File: config.mk
export PLATFORM = sky130hd
export DESIGN_NAME = hazard_ctrl_flat
export DESIGN_NICKNAME = d
export VERILOG_FILES = /design/src/rtl/hazard_ctrl_pkg.sv /design/src/rtl/hazard_ctrl_if.sv /design/src/rtl/hazard_scoreboard.sv /design/src/rtl/hazard_ctrl.sv /design/src/flat_wrapper.sv
export SDC_FILE = /design/constraint.sdc
export NUM_CORES = 1
export LEC_CHECK = 0
export BUFFER_PORTS_ARGS = -buffer_cell sky130_fd_sc_hd__buf_2
export CELL_PAD_IN_SITES_DETAIL_PLACEMENT = 1
export CELL_PAD_IN_SITES_GLOBAL_PLACEMENT = 1
export CORE_ASPECT_RATIO = 0.8
export CORE_MARGIN = 3
export CORE_UTILIZATION = 38
export DETAILED_ROUTE_END_ITERATION = 10
export PLACE_DENSITY = 0.79
export SYNTH_ARGS = -nofsm -noshare
export SYNTH_HDL_FRONTEND = slang
export SYNTH_SLANG_ARGS = --single-unit
File: constraint.sdc
create_clock -name clk -period 2.8 [get_ports clk]
set_clock_uncertainty 0.1 [all_clocks]
set_input_delay 0.14 -clock clk [delete_from_list [all_inputs] [get_ports clk]]
set_output_delay 0.14 -clock clk [all_outputs]
set_load 0.02 [all_outputs]
File: src/rtl/hazard_ctrl_pkg.sv
// Shared definitions for the hazard controller: FSM encoding, parameter
// defaults and the legal load-latency window.
package hazard_ctrl_pkg;

  localparam int RA_W_DEF     = 5;
  localparam int LOAD_LAT_DEF = 1;
  localparam int CNT_W_DEF    = 16;
  localparam int LOAD_LAT_MIN = 1;
  localparam int LOAD_LAT_MAX = 4;

  // Holds LOAD_LAT-1 for the largest legal latency.
  localparam int LD_CNT_W = $clog2(LOAD_LAT_MAX);

  typedef enum logic [1:0] {
    ST_IDLE     = 2'd0,
    ST_LD_WAIT  = 2'd1,
    ST_MDU_WAIT = 2'd2
  } state_t;

  typedef logic [LD_CNT_W-1:0] ld_cnt_t;

  function automatic ld_cnt_t ld_cnt_init(input int lat);
    return ld_cnt_t'(lat - 1);
  endfunction

endpackage

File: src/rtl/hazard_ctrl_if.sv
// Pipeline-side signal bundle of the hazard controller. The controller uses
// the slave view; the pipeline (or a bench) drives through the master view.
interface hazard_ctrl_if
  import hazard_ctrl_pkg::*;
#(
  parameter int RA_W  = RA_W_DEF,
  parameter int CNT_W = CNT_W_DEF
);
  logic            id_ex_mem_read;
  logic [RA_W-1:0] id_ex_rt;
  logic [RA_W-1:0] if_id_rs;
  logic [RA_W-1:0] if_id_rt;
  logic            if_id_uses_rt;
  logic            if_id_is_mdu;
  logic            mdu_start;
  logic [RA_W-1:0] mdu_rd;
  logic            mdu_done;
  logic            branch_taken;
  logic            dmem_ready;
  logic            stat_clr;

  logic             pc_write;
  logic             if_id_write;
  logic             id_ex_bubble;
  logic             if_id_flush;
  logic             pipe_freeze;
  logic [CNT_W-1:0] stall_cnt;

  modport slave (
    input  id_ex_mem_read, id_ex_rt, if_id_rs, if_id_rt, if_id_uses_rt,
           if_id_is_mdu, mdu_start, mdu_rd, mdu_done, branch_taken,
           dmem_ready, stat_clr,
    output pc_write, if_id_write, id_ex_bubble, if_id_flush, pipe_freeze,
           stall_cnt
  );

  modport master (
    output id_ex_mem_read, id_ex_rt, if_id_rs, if_id_rt, if_id_uses_rt,
           if_id_is_mdu, mdu_start, mdu_rd, mdu_done, branch_taken,
           dmem_ready, stat_clr,
    input  pc_write, if_id_write, id_ex_bubble, if_id_flush, pipe_freeze,
           stall_cnt
  );
endinterface

File: src/rtl/hazard_scoreboard.sv
// Single-entry scoreboard for the outstanding multiply/divide result and the
// match of the ID-stage instruction against it.
module hazard_scoreboard
  import hazard_ctrl_pkg::*;
#(
  parameter int RA_W = RA_W_DEF
) (
  input  logic            clk,
  input  logic            rst,
  input  logic            hold,
  input  logic            mdu_start,
  input  logic [RA_W-1:0] mdu_rd,
  input  logic            mdu_done,
  input  logic [RA_W-1:0] if_id_rs,
  input  logic [RA_W-1:0] if_id_rt,
  input  logic            if_id_uses_rt,
  input  logic            if_id_is_mdu,
  output logic            hazard,
  output logic            releasing
);
  logic            busy_q, busy_d;
  logic [RA_W-1:0] dst_q, dst_d;

  // A new issue wins over a completion in the same cycle.
  always_comb begin
    busy_d = busy_q;
    dst_d  = dst_q;
    if (!hold) begin
      if (mdu_start) begin
        busy_d = 1'b1;
        dst_d  = mdu_rd;
      end else if (mdu_done) begin
        busy_d = 1'b0;
        dst_d  = '0;
      end
    end
  end

  always_ff @(posedge clk or posedge rst) begin
    if (rst) begin
      busy_q <= 1'b0;
      dst_q  <= '0;
    end else begin
      busy_q <= busy_d;
      dst_q  <= dst_d;
    end
  end

  assign releasing = busy_q && !busy_d;
  assign hazard    = busy_q && (if_id_is_mdu ||
                     ((dst_q != '0) && ((dst_q == if_id_rs) ||
                                        (if_id_uses_rt && (dst_q == if_id_rt)))));
endmodule

File: src/rtl/hazard_ctrl.sv
// Pipeline hazard controller: load-use and MDU stalls, branch flush, memory
// freeze, plus a saturating count of cycles in which the PC was held.
module hazard_ctrl
  import hazard_ctrl_pkg::*;
#(
  parameter int RA_W     = RA_W_DEF,
  parameter int LOAD_LAT = LOAD_LAT_DEF,
  parameter int CNT_W    = CNT_W_DEF
) (
  input logic          clk,
  input logic          rst,
  hazard_ctrl_if.slave hif
);
  localparam ld_cnt_t LD_START = ld_cnt_init(LOAD_LAT);

  state_t           state_q, state_d;
  ld_cnt_t          ld_cnt_q, ld_cnt_d;
  logic [CNT_W-1:0] stall_cnt_q, stall_cnt_d;

  logic freeze, flush, ld_hazard, mdu_hazard, mdu_releasing, stall;
  logic pc_write, if_id_write, id_ex_bubble, if_id_flush, pipe_freeze;

  assign freeze    = !hif.dmem_ready;
  assign flush     = hif.branch_taken && hif.dmem_ready;
  assign ld_hazard = hif.id_ex_mem_read && (hif.id_ex_rt != '0) &&
                     ((hif.id_ex_rt == hif.if_id_rs) ||
                      (hif.if_id_uses_rt && (hif.id_ex_rt == hif.if_id_rt)));

  hazard_scoreboard #(.RA_W(RA_W)) u_scoreboard (
    .clk           (clk),
    .rst           (rst),
    .hold          (freeze),
    .mdu_start     (hif.mdu_start),
    .mdu_rd        (hif.mdu_rd),
    .mdu_done      (hif.mdu_done),
    .if_id_rs      (hif.if_id_rs),
    .if_id_rt      (hif.if_id_rt),
    .if_id_uses_rt (hif.if_id_uses_rt),
    .if_id_is_mdu  (hif.if_id_is_mdu),
    .hazard        (mdu_hazard),
    .releasing     (mdu_releasing)
  );

  always_comb begin
    state_d      = state_q;
    ld_cnt_d     = ld_cnt_q;
    stall        = 1'b0;
    pc_write     = 1'b1;
    if_id_write  = 1'b1;
    id_ex_bubble = 1'b0;
    if_id_flush  = 1'b0;
    pipe_freeze  = 1'b0;
    if (rst) begin
      // Registers are being cleared; present a free-running pipeline.
    end else if (freeze) begin
      pc_write    = 1'b0;
      if_id_write = 1'b0;
      pipe_freeze = 1'b1;
    end else if (flush) begin
      // The stalled consumer is squashed, so any pending wait is abandoned.
      id_ex_bubble = 1'b1;
      if_id_flush  = 1'b1;
      state_d      = ST_IDLE;
      ld_cnt_d     = '0;
    end else begin
      case (state_q)
        ST_IDLE: begin
          if (ld_hazard) begin
            stall = 1'b1;
            if (LOAD_LAT > 1) begin
              state_d  = ST_LD_WAIT;
              ld_cnt_d = LD_START;
            end
          end else if (mdu_hazard) begin
            stall = 1'b1;
            if (!mdu_releasing) state_d = ST_MDU_WAIT;
          end
        end
        ST_LD_WAIT: begin
          stall    = 1'b1;
          ld_cnt_d = ld_cnt_q - ld_cnt_t'(1);
          if (ld_cnt_d == '0) state_d = ST_IDLE;
        end
        ST_MDU_WAIT: begin
          stall = 1'b1;
          if (mdu_releasing) state_d = ST_IDLE;
        end
        default: state_d = ST_IDLE;
      endcase
      if (stall) begin
        pc_write     = 1'b0;
        if_id_write  = 1'b0;
        id_ex_bubble = 1'b1;
      end
    end
  end

  always_comb begin
    stall_cnt_d = stall_cnt_q;
    if (hif.stat_clr)
      stall_cnt_d = '0;
    else if (!pc_write && (stall_cnt_q != '1))
      stall_cnt_d = stall_cnt_q + CNT_W'(1);
  end

  always_ff @(posedge clk or posedge rst) begin
    if (rst) begin
      state_q     <= ST_IDLE;
      ld_cnt_q    <= '0;
      stall_cnt_q <= '0;
    end else begin
      state_q     <= state_d;
      ld_cnt_q    <= ld_cnt_d;
      stall_cnt_q <= stall_cnt_d;
    end
  end

  assign hif.pc_write     = pc_write;
  assign hif.if_id_write  = if_id_write;
  assign hif.id_ex_bubble = id_ex_bubble;
  assign hif.if_id_flush  = if_id_flush;
  assign hif.pipe_freeze  = pipe_freeze;
  assign hif.stall_cnt    = stall_cnt_q;
endmodule

File: src/flat_wrapper.sv
// flat-port wrapper written by rule: the top's interface ports become plain ports
module hazard_ctrl_flat import hazard_ctrl_pkg::*;
#(
  parameter int RA_W     = RA_W_DEF,
  parameter int LOAD_LAT = LOAD_LAT_DEF,
  parameter int CNT_W    = CNT_W_DEF
)
  (clk, rst, hif_id_ex_mem_read, hif_id_ex_rt, hif_if_id_rs, hif_if_id_rt, hif_if_id_uses_rt, hif_if_id_is_mdu, hif_mdu_start, hif_mdu_rd, hif_mdu_done, hif_branch_taken, hif_dmem_ready, hif_stat_clr, hif_pc_write, hif_if_id_write, hif_id_ex_bubble, hif_if_id_flush, hif_pipe_freeze, hif_stall_cnt);
  hazard_ctrl_if #(.RA_W(RA_W), .CNT_W(CNT_W)) hif_i ();
  input logic clk;
  input logic rst;
  input wire logic [$bits(hif_i.id_ex_mem_read)-1:0] hif_id_ex_mem_read;
  input wire logic [$bits(hif_i.id_ex_rt)-1:0] hif_id_ex_rt;
  input wire logic [$bits(hif_i.if_id_rs)-1:0] hif_if_id_rs;
  input wire logic [$bits(hif_i.if_id_rt)-1:0] hif_if_id_rt;
  input wire logic [$bits(hif_i.if_id_uses_rt)-1:0] hif_if_id_uses_rt;
  input wire logic [$bits(hif_i.if_id_is_mdu)-1:0] hif_if_id_is_mdu;
  input wire logic [$bits(hif_i.mdu_start)-1:0] hif_mdu_start;
  input wire logic [$bits(hif_i.mdu_rd)-1:0] hif_mdu_rd;
  input wire logic [$bits(hif_i.mdu_done)-1:0] hif_mdu_done;
  input wire logic [$bits(hif_i.branch_taken)-1:0] hif_branch_taken;
  input wire logic [$bits(hif_i.dmem_ready)-1:0] hif_dmem_ready;
  input wire logic [$bits(hif_i.stat_clr)-1:0] hif_stat_clr;
  output wire logic [$bits(hif_i.pc_write)-1:0] hif_pc_write;
  output wire logic [$bits(hif_i.if_id_write)-1:0] hif_if_id_write;
  output wire logic [$bits(hif_i.id_ex_bubble)-1:0] hif_id_ex_bubble;
  output wire logic [$bits(hif_i.if_id_flush)-1:0] hif_if_id_flush;
  output wire logic [$bits(hif_i.pipe_freeze)-1:0] hif_pipe_freeze;
  output wire logic [$bits(hif_i.stall_cnt)-1:0] hif_stall_cnt;
  assign hif_i.id_ex_mem_read = hif_id_ex_mem_read;
  assign hif_i.id_ex_rt = hif_id_ex_rt;
  assign hif_i.if_id_rs = hif_if_id_rs;
  assign hif_i.if_id_rt = hif_if_id_rt;
  assign hif_i.if_id_uses_rt = hif_if_id_uses_rt;
  assign hif_i.if_id_is_mdu = hif_if_id_is_mdu;
  assign hif_i.mdu_start = hif_mdu_start;
  assign hif_i.mdu_rd = hif_mdu_rd;
  assign hif_i.mdu_done = hif_mdu_done;
  assign hif_i.branch_taken = hif_branch_taken;
  assign hif_i.dmem_ready = hif_dmem_ready;
  assign hif_i.stat_clr = hif_stat_clr;
  assign hif_pc_write = hif_i.pc_write;
  assign hif_if_id_write = hif_i.if_id_write;
  assign hif_id_ex_bubble = hif_i.id_ex_bubble;
  assign hif_if_id_flush = hif_i.if_id_flush;
  assign hif_pipe_freeze = hif_i.pipe_freeze;
  assign hif_stall_cnt = hif_i.stall_cnt;
  hazard_ctrl #(.RA_W(RA_W), .LOAD_LAT(LOAD_LAT), .CNT_W(CNT_W)) u_core (.clk(clk), .rst(rst), .hif(hif_i));
endmodule
Word level (Yosys, flattened, before mapping)
Cells that the tools add are included.
Cells by class
  reductions and logical operators: 25
  mux-type cells: 35
  bitwise operators: 1
  eq/ne operators: 12
  add/subtract/negate cells: 2
Operators by type and width (number)
  $mux W16: 2
  $mux W1: 21
  $eq A5 B5 Y1: 4
  $add A16 B1 Y16 const B: 1
  $mux W2: 8
  $ne A16 B16 Y1 const B: 1
  $mux W5: 2
  $reduce_bool A5 Y1: 2
  $logic_and A1 B1 Y1: 9
  $ne A3 B1 Y1 const B: 3
  $reduce_and A7 Y1: 1
  $ne A3 B2 Y1 const B: 2
  $pmux W2 S3: 1
  $reduce_bool A2 Y1: 3
  $logic_not A2 Y1: 2
  $logic_or A1 B1 Y1: 3
  $reduce_and A3 Y1: 1
  $eq A2 B1 Y1 const B: 1
  $eq A2 B2 Y1 const B: 1
  $logic_not A1 Y1: 2
  $pmux W1 S2: 1
  $reduce_and A2 Y1: 1
  $reduce_or A2 Y1: 1
  $sub A2 B1 Y2 const B: 1
  $not A1 Y1: 1
Storage, ports and cells
  register bits after elaboration: 26
  input bits: 30
  output and inout port bits: 21
  word-level logic and storage cells: 80

Depth between registers and ports, before layout
Gate-level depths: netlist (run 1).
  depth after elaboration: 20
  depth in mapped cells: 9
  depth with buffers taken out: 7

Hierarchy
A second synthesis (run 1) with hierarchy kept.
Second synthesis, totals
  cell total of the unflattened synthesis: 170
  area total of the unflattened synthesis: 1695.4 um^2
Modules (own cells, without submodules)
  hazard_ctrl: area an instance 1325.0 um^2, cells an instance 133, times used 1, seq. area each 425.4 um^2
  hazard_scoreboard: area an instance 370.4 um^2, cells an instance 37, times used 1, seq. area each 150.1 um^2

Worst setup path before layout (run 1)
Ideal clock, no wire load.
  path kind: register to output
  start: register u_core.u_scoreboard.dst_q[1]
  end: output port hif_pc_write
  cell stages (with the launch flop): 9
  buffers on the path: 3
  path slack: 317 ps
  data required time: 2560 ps
  arrival time: 2243 ps
  cells stage by stage: dfrtp_1 > or4_1 > o21ai_2 > o21ai_2 > nor4b_4 > buf_6 > buf_6 > nand2b_1 > buf_4
On the way
  longest elaborated chain between the ends: 16
  elaborated cells on any way between the ends: 18
  those cells by class: 2 x eq/ne; 10 x mux; 6 x reduce/logical
RTL lines
  start, declared: line hazard_scoreboard.sv:22  | logic [RA_W-1:0] dst_q, dst_d;
  start signal, assigned: line hazard_scoreboard.sv:45  | dst_q <= dst_d;
  $eq A5 B5 Y1: line hazard_scoreboard.sv:52  | (if_id_uses_rt && (dst_q == if_id_rt)))));
  $logic_and A1 B1 Y1: line hazard_scoreboard.sv:52
  $logic_or A1 B1 Y1: line hazard_scoreboard.sv:51  | ((dst_q != '0) && ((dst_q == if_id_rs) ||
  $logic_and A1 B1 Y1 (*): line hazard_scoreboard.sv:51
  $logic_or A1 B1 Y1 (*): line hazard_scoreboard.sv:50  | assign hazard = busy_q && (if_id_is_mdu ||
  $logic_and A1 B1 Y1 (*): line hazard_scoreboard.sv:50
  $mux W1 (*): line hazard_ctrl.sv:74  | end else if (mdu_hazard) begin
  $mux W1 (*): line hazard_ctrl.sv:68  | if (ld_hazard) begin
  $pmux W1 S2 (*): line hazard_ctrl.sv:66  | case (state_q)
  $mux W1 (*): line hazard_ctrl.sv:59  | end else if (flush) begin
  $mux W1 (*): line hazard_ctrl.sv:55  | end else if (freeze) begin
  $mux W1 (*): line hazard_ctrl.sv:53  | if (rst) begin
  $mux W1 (*) (4 in a row)
  end, declared: line flat_wrapper.sv:24  | output wire logic [$bits(hif_i.pc_write)-1:0] hif_pc_write;
Every way passes the cells marked *; elsewhere a longest branch is shown, timed or not. The select of a mux whose other input is x is not followed.

Worst setup path in the final report (run 1)
  start: register u_core.u_scoreboard.dst_q[1]
  end: output port hif_pc_write
On the way
  longest elaborated chain between the ends: 16
  elaborated cells on any way between the ends: 18
  those cells by class: 2 x eq/ne; 10 x mux; 6 x reduce/logical
RTL lines
  $eq A5 B5 Y1: line hazard_scoreboard.sv:52
  $logic_and A1 B1 Y1: line hazard_scoreboard.sv:52
  $logic_or A1 B1 Y1: line hazard_scoreboard.sv:51
  $logic_and A1 B1 Y1 (*): line hazard_scoreboard.sv:51
  $logic_or A1 B1 Y1 (*): line hazard_scoreboard.sv:50
  $logic_and A1 B1 Y1 (*): line hazard_scoreboard.sv:50
  $mux W1 (*): line hazard_ctrl.sv:74
  $mux W1 (*): line hazard_ctrl.sv:68
  $pmux W1 S2 (*): line hazard_ctrl.sv:66
  $mux W1 (*): line hazard_ctrl.sv:59
  $mux W1 (*): line hazard_ctrl.sv:55
  $mux W1 (*): line hazard_ctrl.sv:53
  $mux W1 (*): line hazard_ctrl.sv:90  | if (stall) begin
  $mux W1 (*): line hazard_ctrl.sv:59
  $mux W1 (*): line hazard_ctrl.sv:55
  $mux W1 (*): line hazard_ctrl.sv:53
Marks and branches as above.

==> metrics.cfg, run 1 <==
[layout]
final_layout_size_suffix_gt1_frac = 0.3394
area_growth_pct = 22.40
nets = 250
fillers = 480
final_area_um2 = 1989
diodes = 0
seqCellArea_um2 = 575.6
multi_input_area_um2 = 984.7

[floorplanning]
placementRows = 20
num_io_pins = 51
coreArea_um2 = 3954
die_area_um2 = 5103
start_util = 0.4111
die_x_um = 79.12
die_h_um = 64.50

[placed_design]
place.gp.congestion = 0.8394
dpl_cell_area_um2 = 1921
pre_cts_slack_ns = 0.3431
dp_hpwl_mm = 3.740
io_buffers = 50

[clock_network]
numCtsBuffers = 3
clock_tree.root_cell = clkbuf_8
clockBufferDepth = 2
htreeDepth = 1
cts_tree = built
path_clk_slew_ns = 0.09
clk_latency_ns = 0.27
cts.sinks = 23
postCtsSetupBuffers = 0

[setup_path]
r2r_slack_ns = 0.32
crit_chain = or4_1, o21ai_2, o21ai_2, nor4b_4, buf_6, nand2b_1, buf_2
crit_required_ns = 2.56
reg2regPathDepth = 7
crit_type = reg -> out
crit_path_end_kind = primary output
start_kind = register
critPathMostFrequentCell = o21ai_2
slowest_stage = or4_1
rr_startpoint = u_core.hif.stall_cnt[3]$_DFFE_PP0P_
slowest_delay_ns = 0.60
critPathArrivalTime_ns = 2.43
reg2reg_to = u_core.hif.stall_cnt[8]$_DFFE_PP0P_
worstPathMaxFanout = 27

[yosys]
synth-async-reset-ratio = 1.000
ys_types = 44
synth_common_cells = 23 x dfrtp_1, 16 x xor2_1, 15 x a21oi_1
synth_warnings = 0
synth_edf_count = 0
syn_area_per_cell_um2 = 9.791
synth_top_area_frac = 0.3541
synth_xor_area_frac = 0.1078
synth-compound-area-share = 0.1724
synthMostInstantiatedCell = dfrtp_1
yosysSeqAreaShare = 0.3541
yosysTopAreaCell = dfrtp_1
synth_top_family_by_area = simple AND/OR/NAND/NOR gates
netlist_area_um2 = 1625
ys_ff_latch = 23
syn_inst = 166
synthesis.nets = 197
synthAdderAreaFrac = 0.007698
dominantRegCellSynth = dfrtp_1
synth_mux_area_frac = 0.04311
yosys.area_share.simple = 0.2748
synthTopCellsByArea = dfrtp_1 35%, xor2_1 8.6%, or4_1 5.5%

[global_route]
grt.total_usage = 0.1977
grt_max_degree = 28
grt_pass1_vias = 1569
antenna_found_initial = 0
grt_overflow_total = 0
grt_pass1_wl_mm = 7.810

[sta]
timing.final.ws_setup_ns = 0.1322
tightestPinTransition_ns = 0.9302
fin_crit_sh = 0.9528
fmax_mhz = 374.8
slew_headroom = 0.3792
rsz0062_at_grt = no
min_period_ns = 2.668
tns_ns = 0
finalHoldViolCount = 11
fin_hold_ws_ns = -0.008282
finalMaxSlewViolations = 0
setup_violations = 0

[power_and_ir_drop]
sw_frac_of_total = 0.3129
switching_power_uw = 237.7
clockPowerShare = 0.285
p_seq_frac = 0.484
leakagePower_uw = 0.0009223
internal_power_uw = 522.0
peakVddDrop_mv = 0.1988
combPwrFrac = 0.231
p_per_area_nw_per_um2 = 381.9

[flow_run]
max_cap_viol_count = 0

[route]
vias = 1486
drt-initial-drc-count = 59
finalWirelength_mm = 4.786
ant_nets = 0
vias_per_cell = 5.443
dr.pass1.iters = 4
wl_per_cell_um = 17.53
drc = 0

[run_status]
status = complete, but fails checks
violations = negative hold slack

[hold_path]
min_path_type = in -> async

cell type report:
cell class              instances  share of cell area
clock buffers                   4             0.02264
well taps                      55             0.03459
inverters                       5            0.009434
flip-flops and latches         23              0.2893
repair buffers                 55              0.1491
multi-input cells             131              0.4950
power by group through the flow:
stage	clock network [uW]	registers (uW)	logic [uW]
2_1_floorplan	0	372	111
3_3_place_gp	0	372	161
3_5_place_dp	0	375	171
4_1_cts	221	368	175
5_1_grt	233	371	194
6_report	216	368	176
per-stage QoR:
stage	utilization	cells	power, uW
3_3_place_gp	0.4858	267	532.8
2_1_floorplan	-	166	483.3
3_5_place_dp	0.4858	267	545.7
6_report	0.5032	273	759.7
4_1_cts	0.5022	273	764.4
5_1_grt	0.5032	273	797.6
worst max path at each step:
stage,startpoint,to,slack [ns],depth (start not counted)
after floorplan,u_core.u_scoreboard.dst_q[1]$_DFFE_PP0P_,hif_pc_write,0.32,8
after global placement,u_core.u_scoreboard.dst_q[3]$_DFFE_PP0P_,u_core.hif.stall_cnt[9]$_DFFE_PP0P_,0.43,8
after detailed placement,u_core.u_scoreboard.dst_q[1]$_DFFE_PP0P_,u_core.hif.stall_cnt[0]$_DFFE_PP0P_,0.34,7
after CTS,u_core.u_scoreboard.dst_q[1]$_DFFE_PP0P_,hif_pc_write,0.06,7
after global routing,u_core.u_scoreboard.dst_q[1]$_DFFE_PP0P_,hif_pc_write,0.02,7
final,u_core.u_scoreboard.dst_q[1]$_DFFE_PP0P_,hif_pc_write,0.13,7
layout by cell type (no fill, tap or decap), drive strengths merged, types with 6 or more instances in the layout:
cell   instances
a21oi         16
buf           53
dfrtp         23
nand2          7
nand3          9
nor2           6
o31ai         10
or4           12
xor2          16
registers in the layout, summed over array words and instances, names as in the netlist:
name	flops
u_core.hif.stall_cnt	16
u_core.state_q	1
u_core.u_scoreboard.busy_q	1
u_core.u_scoreboard.dst_q	5
kinds of logic after synthesis:
| family | count (synthesis) |
|---|---|
| buffers and inverters | 12 |
| adder cells (fa/ha/maj) | 1 |
| AO/OA/AOI/OAI | 40 |
| flip-flops | 23 |
| multiplexers | 5 |
| XOR/XNOR | 20 |
| AND/OR/NAND/NOR | 65 |
per-layer routing:
| metal | wire (um) | up-vias | global-route usage |
|---|---|---|---|
| li1 | - | 725 | - |
| met1 | 2238 | 725 | 0.2688 |
| met2 | 2244 | 31 | 0.3067 |
| met3 | 263 | 5 | 0.05556 |
| met4 | 40 | 0 | 0.05794 |
| met5 | 0 | - | 0 |
what timing repair did:
action                     4_1_cts  5_1_grt
setup endpoints to repair        0        2
hold buffers                     2        0
gates resized for setup          0        1
hold endpoints to repair         2        0
worst max-delay path, delay by kind of cell, from the launching register on:
kind                   cells  cell delay, ns
AO/OA/AOI/OAI              2            0.27
buffers and inverters      2            0.43
flip-flops                 1            0.44
AND/OR/NAND/NOR            3            1.01
No activity file was read; power rests on OpenSTA's default activity.
==> run 2, diff against run 1 <==
--- a/config.mk
+++ b/config.mk
@@ -12,6 +12,7 @@
 export CORE_MARGIN = 3
 export CORE_UTILIZATION = 38
 export DETAILED_ROUTE_END_ITERATION = 10
+export MAX_ROUTING_LAYER = met4
 export PLACE_DENSITY = 0.79
 export SYNTH_ARGS = -nofsm -noshare
 export SYNTH_HDL_FRONTEND = slang
==> metrics.cfg, run 2 (synthesis results as in run 1) <==
[run_status]
violations = negative hold slack
status = complete, but fails checks

[floorplanning]
die_h_um = 64.50
coreArea_um2 = 3954
placementRows = 20
start_util = 0.4111
die_area_um2 = 5103
die_x_um = 79.12
num_io_pins = 51

[clock_network]
clockBufferDepth = 2
clk_latency_ns = 0.27
cts_tree = built
htreeDepth = 1
clock_tree.root_cell = clkbuf_8
path_clk_slew_ns = 0.09
numCtsBuffers = 3
cts.sinks = 23

[sta]
fmax_mhz = 376.2
fin_crit_sh = 0.9493
tns_ns = 0
finalMaxSlewViolations = 0
slew_headroom = 0.3789
tightestPinTransition_ns = 0.9307
rsz0062_at_grt = no
timing.final.ws_setup_ns = 0.1419
setup_violations = 0
finalHoldViolCount = 12
fin_hold_ws_ns = -0.008066
min_period_ns = 2.658

[route]
finalWirelength_mm = 4.775
vias = 1488
dr.pass1.iters = 4
drc = 0
vias_per_cell = 5.451
drt-initial-drc-count = 64
ant_nets = 0
wl_per_cell_um = 17.49

[layout]
area_growth_pct = 22.40
final_common_cell = buf_2
mostFrequentLayoutCells = 50 x buf_2, 23 x dfrtp_1, 16 x xor2_1
final_util = 0.5032
nets = 250
largest_register_ffs = 16
diodes = 0
final_layout_size_suffix_gt1_frac = 0.3394

[setup_path]
rr_startpoint = u_core.hif.stall_cnt[3]$_DFFE_PP0P_
reg2regPathDepth = 7
crit_required_ns = 2.56
reg2reg_to = u_core.hif.stall_cnt[8]$_DFFE_PP0P_
crit_type = reg -> out
critPathArrivalTime_ns = 2.42
startpoint = u_core.u_scoreboard.dst_q[1]$_DFFE_PP0P_
start_kind = register
worstPathMaxFanout = 27
crit_path_end_kind = primary output
r2r_slack_ns = 0.32

[hold_path]
min_path_type = in -> async

[power_and_ir_drop]
combPwrFrac = 0.231
power_uw = 759.6
sw_frac_of_total = 0.3128
peakVddDrop_mv = 0.1985
switching_power_uw = 237.6
p_per_area_nw_per_um2 = 381.8
internal_power_uw = 522.0
leakagePower_uw = 0.0009223
clockPowerShare = 0.285
p_seq_frac = 0.484

[global_route]
grt.total_usage = 0.2028
grt_pass1_vias = 1572
antenna_found_initial = 0
grt_max_degree = 28
grt_pass1_wl_mm = 7.776
grt_overflow_total = 0

[placed_design]
pre_cts_slack_ns = 0.3431
io_buffers = 50
place.gp.congestion = 0.8525
dp_hpwl_mm = 3.740

[flow_run]
max_cap_viol_count = 0

-- run 2: cell counts in the layout (fill, tap and decap cells not counted) --
Identical to the previous run, type by type.
-- run 2: layout make-up --
class                   count  area [um2]
fillers                   480        1964
multi-input cells         131       984.7
flip-flops and latches     23       575.6
repair buffers             55       296.5
well taps                  55       68.82
clock buffers               4       45.04
inverters                   5       18.77
-- run 2: layer usage --
layer,GRT usage,share of wire
met1,0.2696,0.47
met2,0.3078,0.47
met3,0.05139,0.051
met4,0.05794,0.012
met5,-,0
-- run 2: stage by stage --
| step | cell area, um2 | cells |
|---|---|---|
| CTS | 1986 | 273 |
| finish | 1989 | 273 |
| detailed placement | 1921 | 267 |
| floorplan | 1625 | 166 |
| global route | 1989 | 273 |
| global placement | 1921 | 267 |
-- run 2: how the worst max path moves through the flow --
stage,to,slack [ns],cells past startpoint
2_1_floorplan,hif_pc_write,0.32,8
3_5_place_dp,u_core.hif.stall_cnt[0]$_DFFE_PP0P_,0.34,7
6_report,hif_pc_write,0.14,7
4_1_cts,hif_pc_write,0.06,7
3_3_place_gp,u_core.hif.stall_cnt[9]$_DFFE_PP0P_,0.43,8
5_1_grt,hif_pc_write,0.02,7
-- run 2: timing repair --
item | CTS | global route
endpoints found under the hold margin | 2 | 0
buffers inserted | 0 | 0
endpoints found under the setup margin | 0 | 2
hold buffers | 2 | 0
gates resized for setup | 0 | 1
-- run 2: power by group through the flow --
| stage | clock [uW] | combinational [uW] | sequential [uW] |
|---|---|---|---|
| after floorplan | 0 | 111 | 372 |
| after global placement | 0 | 161 | 372 |
| after detailed placement | 0 | 171 | 375 |
| after CTS | 221 | 175 | 368 |
| after global routing | 233 | 193 | 371 |
| final | 216 | 175 | 368 |
-- run 2: worst max-delay path: stages, from the launching register on --
cell and delay (ns):
dfrtp_1 0.44, or4_1 0.60, o21ai_2 0.16, o21ai_2 0.11, nor4b_4 0.23, buf_6 0.24, nand2b_1 0.18, buf_2 0.18
==> run 3, diff against run 2 <==
--- a/config.mk
+++ b/config.mk
@@ -6,12 +6,13 @@
 export NUM_CORES = 1
 export LEC_CHECK = 0
 export BUFFER_PORTS_ARGS = -buffer_cell sky130_fd_sc_hd__buf_2
-export CELL_PAD_IN_SITES_DETAIL_PLACEMENT = 1
+export CELL_PAD_IN_SITES_DETAIL_PLACEMENT = 0
 export CELL_PAD_IN_SITES_GLOBAL_PLACEMENT = 1
 export CORE_ASPECT_RATIO = 0.8
 export CORE_MARGIN = 3
 export CORE_UTILIZATION = 38
 export DETAILED_ROUTE_END_ITERATION = 10
+export GPL_ROUTABILITY_DRIVEN = 0
 export MAX_ROUTING_LAYER = met4
 export PLACE_DENSITY = 0.79
 export SYNTH_ARGS = -nofsm -noshare
==> metrics.cfg, run 3 (synthesis results as in run 1) <==
[run_status]
status = complete, but fails checks
violations = negative hold slack

[flow_run]
max_cap_viol_count = 0

[setup_path]
worstPathMaxFanout = 27
crit_chain = or4_1, o21ai_2, o21ai_2, nor4b_4, buf_4, nand2b_1, buf_2
crit_type = reg -> out
r2r_slack_ns = 0.38
start_kind = register
reg2regPathDepth = 7
slowest_delay_ns = 0.56
rr_startpoint = u_core.hif.stall_cnt[3]$_DFFE_PP0P_
critPathMostFrequentCell = o21ai_2
reg2reg_to = u_core.hif.stall_cnt[8]$_DFFE_PP0P_
slowest_stage = or4_1
cp_top_family = simple AND/OR/NAND/NOR gates
crit_path_end_kind = primary output
critPathArrivalTime_ns = 2.39
crit_required_ns = 2.56
path_buf_inv = 2

[power_and_ir_drop]
power_uw = 745.2
leakagePower_uw = 0.0009171
switching_power_uw = 225.9
p_seq_frac = 0.492
peakVddDrop_mv = 0.2165
p_per_area_nw_per_um2 = 377.2
sw_frac_of_total = 0.3032
clockPowerShare = 0.284
internal_power_uw = 519.3
combPwrFrac = 0.223

[layout]
diodes = 0
final_common_cell = buf_2
area_growth_pct = 21.55
seqCellArea_um2 = 575.6
multi_input_area_um2 = 984.7
nets = 249
largest_register_ffs = 16
final_layout_size_suffix_gt1_frac = 0.3410
fillers = 395
mostFrequentLayoutCells = 50 x buf_2, 23 x dfrtp_1, 16 x xor2_1

[clock_network]
cts.sinks = 23
numCtsBuffers = 3
cts_resized = 0
path_clk_slew_ns = 0.09
htreeDepth = 1
postCtsSetupBuffers = 0
cts_tree = built
clk_latency_ns = 0.26
clockBufferDepth = 2
cts_hold_buf = 1
clock_tree.root_cell = clkbuf_8

[sta]
fin_hold_ws_ns = -0.006596
rsz0062_at_grt = no
finalMaxSlewViolations = 0
slew_headroom = 0.3897
tns_ns = 0
fmax_mhz = 379.5
min_period_ns = 2.635
finalHoldViolCount = 10
fin_crit_sh = 0.9410
setup_violations = 0
tightestPinTransition_ns = 0.9145

[floorplanning]
die_h_um = 64.50
placementRows = 20
coreArea_um2 = 3954
start_util = 0.4111
die_area_um2 = 5103
die_x_um = 79.12
num_io_pins = 51

[route]
vias = 1462
vias_per_cell = 5.375
drt-initial-drc-count = 73
finalWirelength_mm = 3.992
drc = 0
wl_per_cell_um = 14.68
ant_nets = 0
dr.pass1.iters = 4

[global_route]
grt_overflow_total = 0
grt_pass1_vias = 1398
antenna_found_initial = 0
grt_max_degree = 28
grt.total_usage = 0.1657
grt_pass1_wl_mm = 6.624

[placed_design]
dp_hpwl_mm = 3.083
io_buffers = 50

[hold_path]
min_path_type = in -> async

-- run 3: cell types whose count changed in the layout (fill, tap and decap cells not counted), sizes merged --
cell	change
dlygate4sd3	-1
-- run 3: worst reg2reg max path: cells and delay by family (launching register included) --
family             cells  cell delay [ns]
AOI/OAI and AO/OA      2             0.58
DFF                    1             0.42
and+or+nand+nor        5             1.19
-- run 3: area by class of cell --
type | count | share of cell area
multi-input combinational | 131 | 0.4984
tap | 55 | 0.03483
inverter | 5 | 0.009500
timing repair buffer | 54 | 0.1431
sequential | 23 | 0.2913
clock buffer | 4 | 0.02280
-- run 3: power groups by stage --
| stage | sequential [uW] | combinational (uW) | clock, uW |
|---|---|---|---|
| floorplan | 372 | 111 | 0 |
| global placement | 372 | 161 | 0 |
| detailed placement | 373 | 165 | 0 |
| CTS | 367 | 167 | 222 |
| global route | 369 | 183 | 229 |
| finish | 367 | 166 | 212 |
-- run 3: layer usage --
| metal | global-route usage | routed length (um) |
|---|---|---|
| met4 | 0.02361 | 8 |
| met2 | 0.2616 | 1809 |
| met5 | - | 0 |
| met3 | 0.03472 | 193 |
| met1 | 0.2260 | 1981 |
-- run 3: stage by stage --
stage	hold WS, ns	instances	util	cell area, um2	setup slack (ns)
finish	-0.006596	272	0.4997	1976	0.1651
global route	0.02169	272	0.4997	1976	0.05477
CTS	0.01042	272	0.4997	1976	0.1446
detailed placement	0.2709	267	0.4858	1921	0.3992
global placement	0.2718	267	0.4858	1921	0.4267
floorplan	0.04192	166	-	1625	0.3173
-- run 3: worst max-delay path by stage --
stage	depth (start not counted)	slack, ns	from	to
after floorplan	8	0.32	u_core.u_scoreboard.dst_q[1]$_DFFE_PP0P_	hif_pc_write
after global placement	8	0.43	u_core.u_scoreboard.dst_q[3]$_DFFE_PP0P_	u_core.hif.stall_cnt[9]$_DFFE_PP0P_
after detailed placement	7	0.40	u_core.hif.stall_cnt[3]$_DFFE_PP0P_	u_core.hif.stall_cnt[8]$_DFFE_PP0P_
after CTS	7	0.14	u_core.u_scoreboard.dst_q[1]$_DFFE_PP0P_	hif_pc_write
after global routing	7	0.05	u_core.u_scoreboard.dst_q[1]$_DFFE_PP0P_	hif_if_id_write
final	7	0.17	u_core.u_scoreboard.dst_q[1]$_DFFE_PP0P_	hif_pc_write
